## config.mk

```make
export PLATFORM = sky130hd
export DESIGN_NAME = rmw_sequencer
export DESIGN_NICKNAME = d
export VERILOG_FILES = /design/src/rtl/rmw_pkg.sv /design/src/rtl/rmw_sequencer.sv
export SDC_FILE = /design/constraint.sdc
export NUM_CORES = 1
export LEC_CHECK = 0
export CORE_ASPECT_RATIO = 1.4
export CORE_MARGIN = 2
export CORE_UTILIZATION = 40
export CTS_BUF_LIST = sky130_fd_sc_hd__clkbuf_8
export CTS_CLUSTER_DIAMETER = 80
export CTS_CLUSTER_SIZE = 14
export DETAILED_ROUTE_END_ITERATION = 10
export PLACE_DENSITY_LB_ADDON = 0.3
export SLEW_MARGIN = 10
export SYNTH_ARGS = -nofsm -noshare
export SYNTH_HDL_FRONTEND = slang
export SYNTH_SLANG_ARGS = --single-unit
export TNS_END_PERCENT = 10
```

## constraint.sdc

```tcl
create_clock -name clk -period 2.66 [get_ports clk]
set_input_delay 0.532 -clock clk [delete_from_list [all_inputs] [get_ports clk]]
set_output_delay 0.532 -clock clk [all_outputs]
set_load 0.005 [all_outputs]
```

## src/rtl/rmw_pkg.sv

```systemverilog
// Shared op-code constants and FSM state encoding for the read-modify-write sequencer.
package rmw_pkg;

  localparam logic [3:0] OP_INC = 4'd5;
  localparam logic [3:0] OP_DEC = 4'd6;
  localparam logic [3:0] OP_ROR = 4'd7;
  localparam logic [3:0] OP_ROL = 4'd8;
  localparam logic [3:0] OP_ASL = 4'd9;
  localparam logic [3:0] OP_LSR = 4'd10;

  typedef enum logic [2:0] {
    StIdle,
    StRead,
    StDummy,
    StWrite,
    StDone
  } rmw_state_e;

  function automatic logic op_is_valid(logic [3:0] op);
    return (op >= OP_INC) && (op <= OP_LSR);
  endfunction

  // INC/DEC leave the processor carry untouched.
  function automatic logic op_keeps_carry(logic [3:0] op);
    return (op == OP_INC) || (op == OP_DEC);
  endfunction

endpackage

```

## src/rtl/rmw_sequencer.sv

```systemverilog
// 6502-style read-modify-write sequencer: read, dummy write of the original value,
// write of the ALU result, then a one-cycle done/flags strobe. The ALU is external.
module rmw_sequencer
  import rmw_pkg::*;
#(
  parameter int unsigned ADDR_W = 16
) (
  input  logic              clk,
  input  logic              rst_n,
  input  logic              start,
  input  logic [3:0]        op,
  input  logic [ADDR_W-1:0] addr,
  input  logic              c_in,
  output logic              busy,
  output logic              done,
  output logic              flags_we,
  output logic              n_out,
  output logic              z_out,
  output logic              c_out,
  output logic [ADDR_W-1:0] mem_addr,
  output logic              mem_rd,
  output logic              mem_wr,
  output logic [7:0]        mem_wdata,
  input  logic [7:0]        mem_rdata,
  input  logic              mem_ready,
  output logic [7:0]        alu_a,
  output logic [7:0]        alu_b,
  output logic [3:0]        alu_op,
  output logic              alu_carry_in,
  input  logic [8:0]        alu_f,
  input  logic              alu_negative,
  input  logic              alu_zero,
  input  logic              alu_carry
);

  rmw_state_e        state_q, state_d;
  logic [ADDR_W-1:0] addr_q, addr_d;
  logic [3:0]        op_q, op_d;
  logic              cin_q, cin_d;
  logic [7:0]        data_q, data_d;
  logic [7:0]        res_q, res_d;
  logic              n_q, n_d;
  logic              z_q, z_d;
  logic              c_q, c_d;

  // The ninth ALU bit duplicates alu_carry; only the byte result is stored.
  logic unused_alu_f8;
  assign unused_alu_f8 = alu_f[8];

  always_ff @(posedge clk or negedge rst_n) begin
    if (!rst_n) begin
      state_q <= StIdle;
      addr_q  <= '0;
      op_q    <= '0;
      cin_q   <= 1'b0;
      data_q  <= '0;
      res_q   <= '0;
      n_q     <= 1'b0;
      z_q     <= 1'b0;
      c_q     <= 1'b0;
    end else begin
      state_q <= state_d;
      addr_q  <= addr_d;
      op_q    <= op_d;
      cin_q   <= cin_d;
      data_q  <= data_d;
      res_q   <= res_d;
      n_q     <= n_d;
      z_q     <= z_d;
      c_q     <= c_d;
    end
  end

  always_comb begin
    state_d   = state_q;
    addr_d    = addr_q;
    op_d      = op_q;
    cin_d     = cin_q;
    data_d    = data_q;
    res_d     = res_q;
    n_d       = n_q;
    z_d       = z_q;
    c_d       = c_q;
    busy      = 1'b1;
    done      = 1'b0;
    flags_we  = 1'b0;
    mem_rd    = 1'b0;
    mem_wr    = 1'b0;
    mem_wdata = '0;

    unique case (state_q)
      StIdle: begin
        busy = 1'b0;
        if (start && op_is_valid(op)) begin
          addr_d  = addr;
          op_d    = op;
          cin_d   = c_in;
          state_d = StRead;
        end
      end
      StRead: begin
        mem_rd = 1'b1;
        if (mem_ready) begin
          data_d  = mem_rdata;
          state_d = StDummy;
        end
      end
      StDummy: begin
        mem_wr    = 1'b1;
        mem_wdata = data_q;
        if (mem_ready) begin
          res_d   = alu_f[7:0];
          n_d     = alu_negative;
          z_d     = alu_zero;
          c_d     = op_keeps_carry(op_q) ? cin_q : alu_carry;
          state_d = StWrite;
        end
      end
      StWrite: begin
        mem_wr    = 1'b1;
        mem_wdata = res_q;
        if (mem_ready) state_d = StDone;
      end
      StDone: begin
        done     = 1'b1;
        flags_we = 1'b1;
        state_d  = StIdle;
      end
      default: state_d = StIdle;
    endcase
  end

  assign mem_addr     = addr_q;
  assign n_out        = n_q;
  assign z_out        = z_q;
  assign c_out        = c_q;
  assign alu_a        = data_q;
  assign alu_b        = data_q;
  assign alu_op       = op_q;
  assign alu_carry_in = cin_q;

endmodule

```

* Word level (Yosys, flattened, before mapping)
Cells that the tools add are included.
** Cells by class
- Order comparisons :: 2
- Equality and inequality tests :: 10
- Mux-type cells :: 11
- Reduce and logical (&&, ||, !) cells :: 9
** Operators by type and width (count)
- $pmux W8 S2 :: 1
- $mux W3 :: 4
- $pmux W3 S4 :: 1
- $eq A4 B3 Y1 const B :: 2
- $ne A2 B2 Y1 const B :: 4
- $eq A3 B2 Y1 const B :: 2
- $reduce_and A2 Y1 :: 3
- $mux W1 :: 5
- $ge A4 B3 Y1 const B :: 1
- $le A4 B4 Y1 const B :: 1
- $reduce_and A4 Y1 :: 1
- $eq A3 B1 Y1 const B :: 1
- $eq A3 B3 Y1 const B :: 1
- $logic_not A3 Y1 :: 1
- $logic_and A1 B1 Y1 :: 2
- $reduce_or A2 Y1 :: 1
- $logic_or A1 B1 Y1 :: 1
** Storage, ports and cells
- Register bits after elaboration :: 43
- Input port bits :: 45
- Output and inout port bits :: 53

* Longest topological paths before layout
- Depth in word-level cells :: 5
- Depth in mapped cells :: 6
- Mapped depth without buffers :: 4

* Worst setup path before layout
Ideal clock, no wire load.
- Path kind :: register to output
- Start :: register state_q[0]
- End :: output port flags_we
- Arrival :: 1125 ps
- Data required time :: 2128 ps
- Path slack :: 1003 ps
- Cell stages (with the launch flop) :: 5
- Cell sequence :: dfrtp_1 buf_2 buf_2 nor3b_1 buf_4
** On the way
- Longest elaborated chain between the ends :: 2
** RTL lines
- start, declared :: line rmw_sequencer.sv:36 : rmw_state_e state_q, state_d;
- start signal, assigned :: line rmw_sequencer.sv:52 : state_q <= StIdle;
- start signal, assigned :: line rmw_sequencer.sv:62 : state_q <= state_d;
- $eq A3 B3 Y1
- $mux W1
- end, declared :: line rmw_sequencer.sv:16 : output logic flags_we,
No other way between the ends.

* Final worst setup path
- Start :: register state_q[0]
- End :: output port mem_wdata[5]
** On the way
- Longest elaborated chain between the ends :: 2
** RTL lines
- $eq A3 B2 Y1 :: line rmw_sequencer.sv:91 : unique case (state_q)
- $pmux W8 S2 (*) :: line rmw_sequencer.sv:91
- end, declared :: line rmw_sequencer.sv:23 : output logic [7:0] mem_wdata,
Mark *: on every way between the ends. The rest lies on a longest branch, timed or not.

==> metrics.md <==
| Metric | Value |
|---|---|
| Chip Height | ~88 um |
| # H-tree levels | 2 |
| Fin nets | between 200 and 300 |
| CTS Hold Bufs | 0 |
| Switching share of power | 0.2866 |
| Synth Register Bits | 43 |
| Min Tclk post-route | 2391 ps |
| # diodes | 0 |
| Post-CTS Setup Bufs | 0 |
| Sw power | 960.2 uW |
| IO buf count | 96 |
| Worst EP arrival | ~1900 ps |
| Number of max-cap violations | 0 |
| P per Cell Area | 1096 mW/mm^2 |
| Synth Warn # | 0 |
| First-pass GRT wire length | about 7 mm |
| # rows | 30 |
| Final Skew | between 5 and 6 ps |
| GR Overflow Total | 0 |
| WP buf/inv | 1 |
| Ys flop type | dfrtp_1 |
| RSZ-0062 raised after global routing | false |
| Wire per inst | 14.73 um |
| Gpl congestion | roughly 0.67 |
| Post-synth EDFFs | 0 |
| Fin crit share | 0.8990 |
| Clk_lat worst skew | 280 ps |
| WL met3 | ~260 um |
| VDD IR-drop max | around 0.0005 V |
| Top delay family on crit path | flip-flops |
| Nets in the synthesized netlist | roughly 190 |
| Slew Viols, Final | 0 |
| DRC viols | 0 |
| Fmax | between 400 and 500 MHz |
| Ys async rst share | 1.000 |
| GRT Resource Usage Total | 0.1603 |
| HP Class | in -> async |
| Initial core utilization | 0.4150 |
| Slack of the worst reg-to-reg path | around 700 ps |
| Crit path max fanout | 15 |
| Pin count of the biggest net entering global routing | 23 |
| P_leak | ~0.0014 uW |
| Die ar. | between 0.005 and 0.006 mm^2 |
| Drt via density | 4.759 |
| P_int | 2391 uW |
| DRT iter0 DRCs | 38 |
| IO Count | slightly below 100 |
| Final hold viol count | 0 |
| Design area | roughly 0.003 mm^2 |
| Synthesis-to-layout area growth | 52.12% |
| Critical Path Slowest Stage Cell | dfrtp_1 |
| Worst relative slew slack | 0.5442 |
| Pwr Total | ~3400 uW |
| Combinational power share | 0.500 |
| Vias in the first global route | about 1400 |
| Crit Path Class | reg -> out |
| Worst-Margin Slew | around 700 ps |
| Clock slew at reported path FFs | ~80 ps |
| CP cell instances | mux2i_1, nor2_1, clkdlybuf4s50_1 |
| Status | completed |
| Final wirelength | 4.345 mm |
| Initial antenna violation count | 0 |
| Cell Area, Placed | slightly below 0.003 mm^2 |
| DPL Wire Length | between 3 and 4 mm |
| Wire length on met1 | between 1.5 and 2 mm |
| DR WL met2 | between 2 and 2.5 mm |
| Setup TNS | 0 ps |
| TritonCTS Buffers | 5 |
| Final ANT Viol Nets | 0 |
| Clock sink count | 43 |
| Core Area | around 0.0048 mm^2 |
| Bufs on Longest Clock Path | 2 |
| CP max stage delay | 780 ps |
| Seq/Total Area, Yosys | 0.5355 |
| Post-Syn Instances | 140 |
| Share of cells above drive strength 1 | 0.2424 |
| CTS root buffer | clkbuf_8 |
| Die X | about 64 um |
| CTS tree | yes |
| Post-CTS sizing | 0 |
| Setup Viol. Count Final | 0 |
| Nature of the critical path startpoint | register |
| Crit path required time | about 2100 ps |
| Mapped Area | ~0.002 mm^2 |
| Post-synth cell types | 25 |
| Part of the power in registers | 0.378 |
| Avg Cell Area, Syn | between 10 and 15 um^2 |
| Worst setup EP type | output pin |
| Clock Power Share | 0.122 |
| Top Layer Used | met4 |
| Pre-antenna DRT Iters | 4 |
| Via count | ~1400 |
-- synthesized netlist by cell type (2+ instances only) --
master	number	area, um^2
a21oi_1	2	10.01
buf_2	2	10.01
buf_4	11	82.58
buf_6	2	22.52
dfrtp_1	43	1076
inv_1	3	11.26
mux2_2	19	214.0
mux2_4	19	285.3
mux2i_1	10	100.1
nor2_1	12	45.04
nor3b_1	2	15.01
xor2_1	2	17.52
-- layer usage --
metal,GRT usage,up-vias
li1,-,649
met1,0.1987,699
met2,0.2699,51
met3,0.04884,5
met4,0.04743,0
met5,0,-
-- path summary, 6_finish.rpt --
kind	from	endpoint	cells past startpoint
worst max-delay path	state_q[0]	mem_wdata[5]	3
worst min-delay path	rst_n	c_out	1
worst max register to register	state_q[0]	alu_a[3]	3
worst min register to register	mem_addr[4]	mem_addr[4]	1
max in group asynchronous	rst_n	n_out	2
min in group clk	mem_addr[4]	mem_addr[4]	1
-- per-stage QoR --
| step | std cells | setup slack (ps) | util | hold WS [ps] |
|---|---|---|---|---|
| global placement | 288 | 531.1 | 0.6132 | 489.1 |
| global route | 295 | 144.6 | 0.6313 | 237.0 |
| floorplan | 140 | 1003 | - | 236.4 |
| finish | 295 | 268.7 | 0.6313 | 199.2 |
| detailed placement | 288 | 518.5 | 0.6132 | 494.5 |
| CTS | 295 | 233.3 | 0.6313 | 217.5 |
-- layout by cell type, fill, tap and decap left out --
master	n
clkinv_2	1
nor3_2	1
buf_12	1
nand3_2	1
mux2_4	19
inv_1	3
buf_2	1
nand2_1	1
nand2b_1	1
nand3b_1	1
buf_4	3
a21bo_1	1
clkbuf_8	6
nor2_1	12
xor2_1	2
nor3_4	1
a21oi_1	2
o22ai_2	1
clkdlybuf4s50_1	95
nor3b_1	2
a221oi_1	1
dfrtp_1	43
nand3_1	1
nand2b_4	1
nor3b_2	1
mux2_2	19
mux2i_1	10
-- sequential cells by signal, indices dropped and copies added (netlist names) --
| register | cells |
|---|---|
| alu_carry_in | 1 |
| z_out | 1 |
| res_q | 8 |
| state_q | 3 |
| alu_a | 8 |
| mem_addr | 16 |
| n_out | 1 |
| c_out | 1 |
| alu_op | 4 |
-- power by group through the flow --
stage | sequential [uW] | combinational [uW] | clock [uW]
after floorplan | 1200 | 872 | 0
after global placement | 1270 | 1680 | 0
after detailed placement | 1280 | 1690 | 0
after CTS | 1270 | 1710 | 427
after global routing | 1320 | 1800 | 461
final | 1270 | 1670 | 410
-- final cells by class --
class	instances	area, um^2
Clock buffer	6	82.58
Clock inverter	1	5.005
Fill cell	378	1785
Inverter	3	11.26
Multi-Input combinational cell	78	803.3
Sequential cell	43	1076
Tap cell	64	80.08
Timing Repair Buffer	100	998.5
-- kinds of logic (layout without fill, tap and decap cells) --
| kind of cell | count (synthesis) | in the layout | synth area share |
|---|---|---|---|
| multiplexers | 48 | 48 | 0.2983 |
| buffers and inverters | 19 | 110 | 0.06475 |
| AO/OA/AOI/OAI | 5 | 5 | 0.02055 |
| XOR/XNOR | 2 | 2 | 0.008719 |
| AND/OR/NAND/NOR | 23 | 23 | 0.07222 |
| flip-flops | 43 | 43 | 0.5355 |
(Power assumes the default switching activity.)
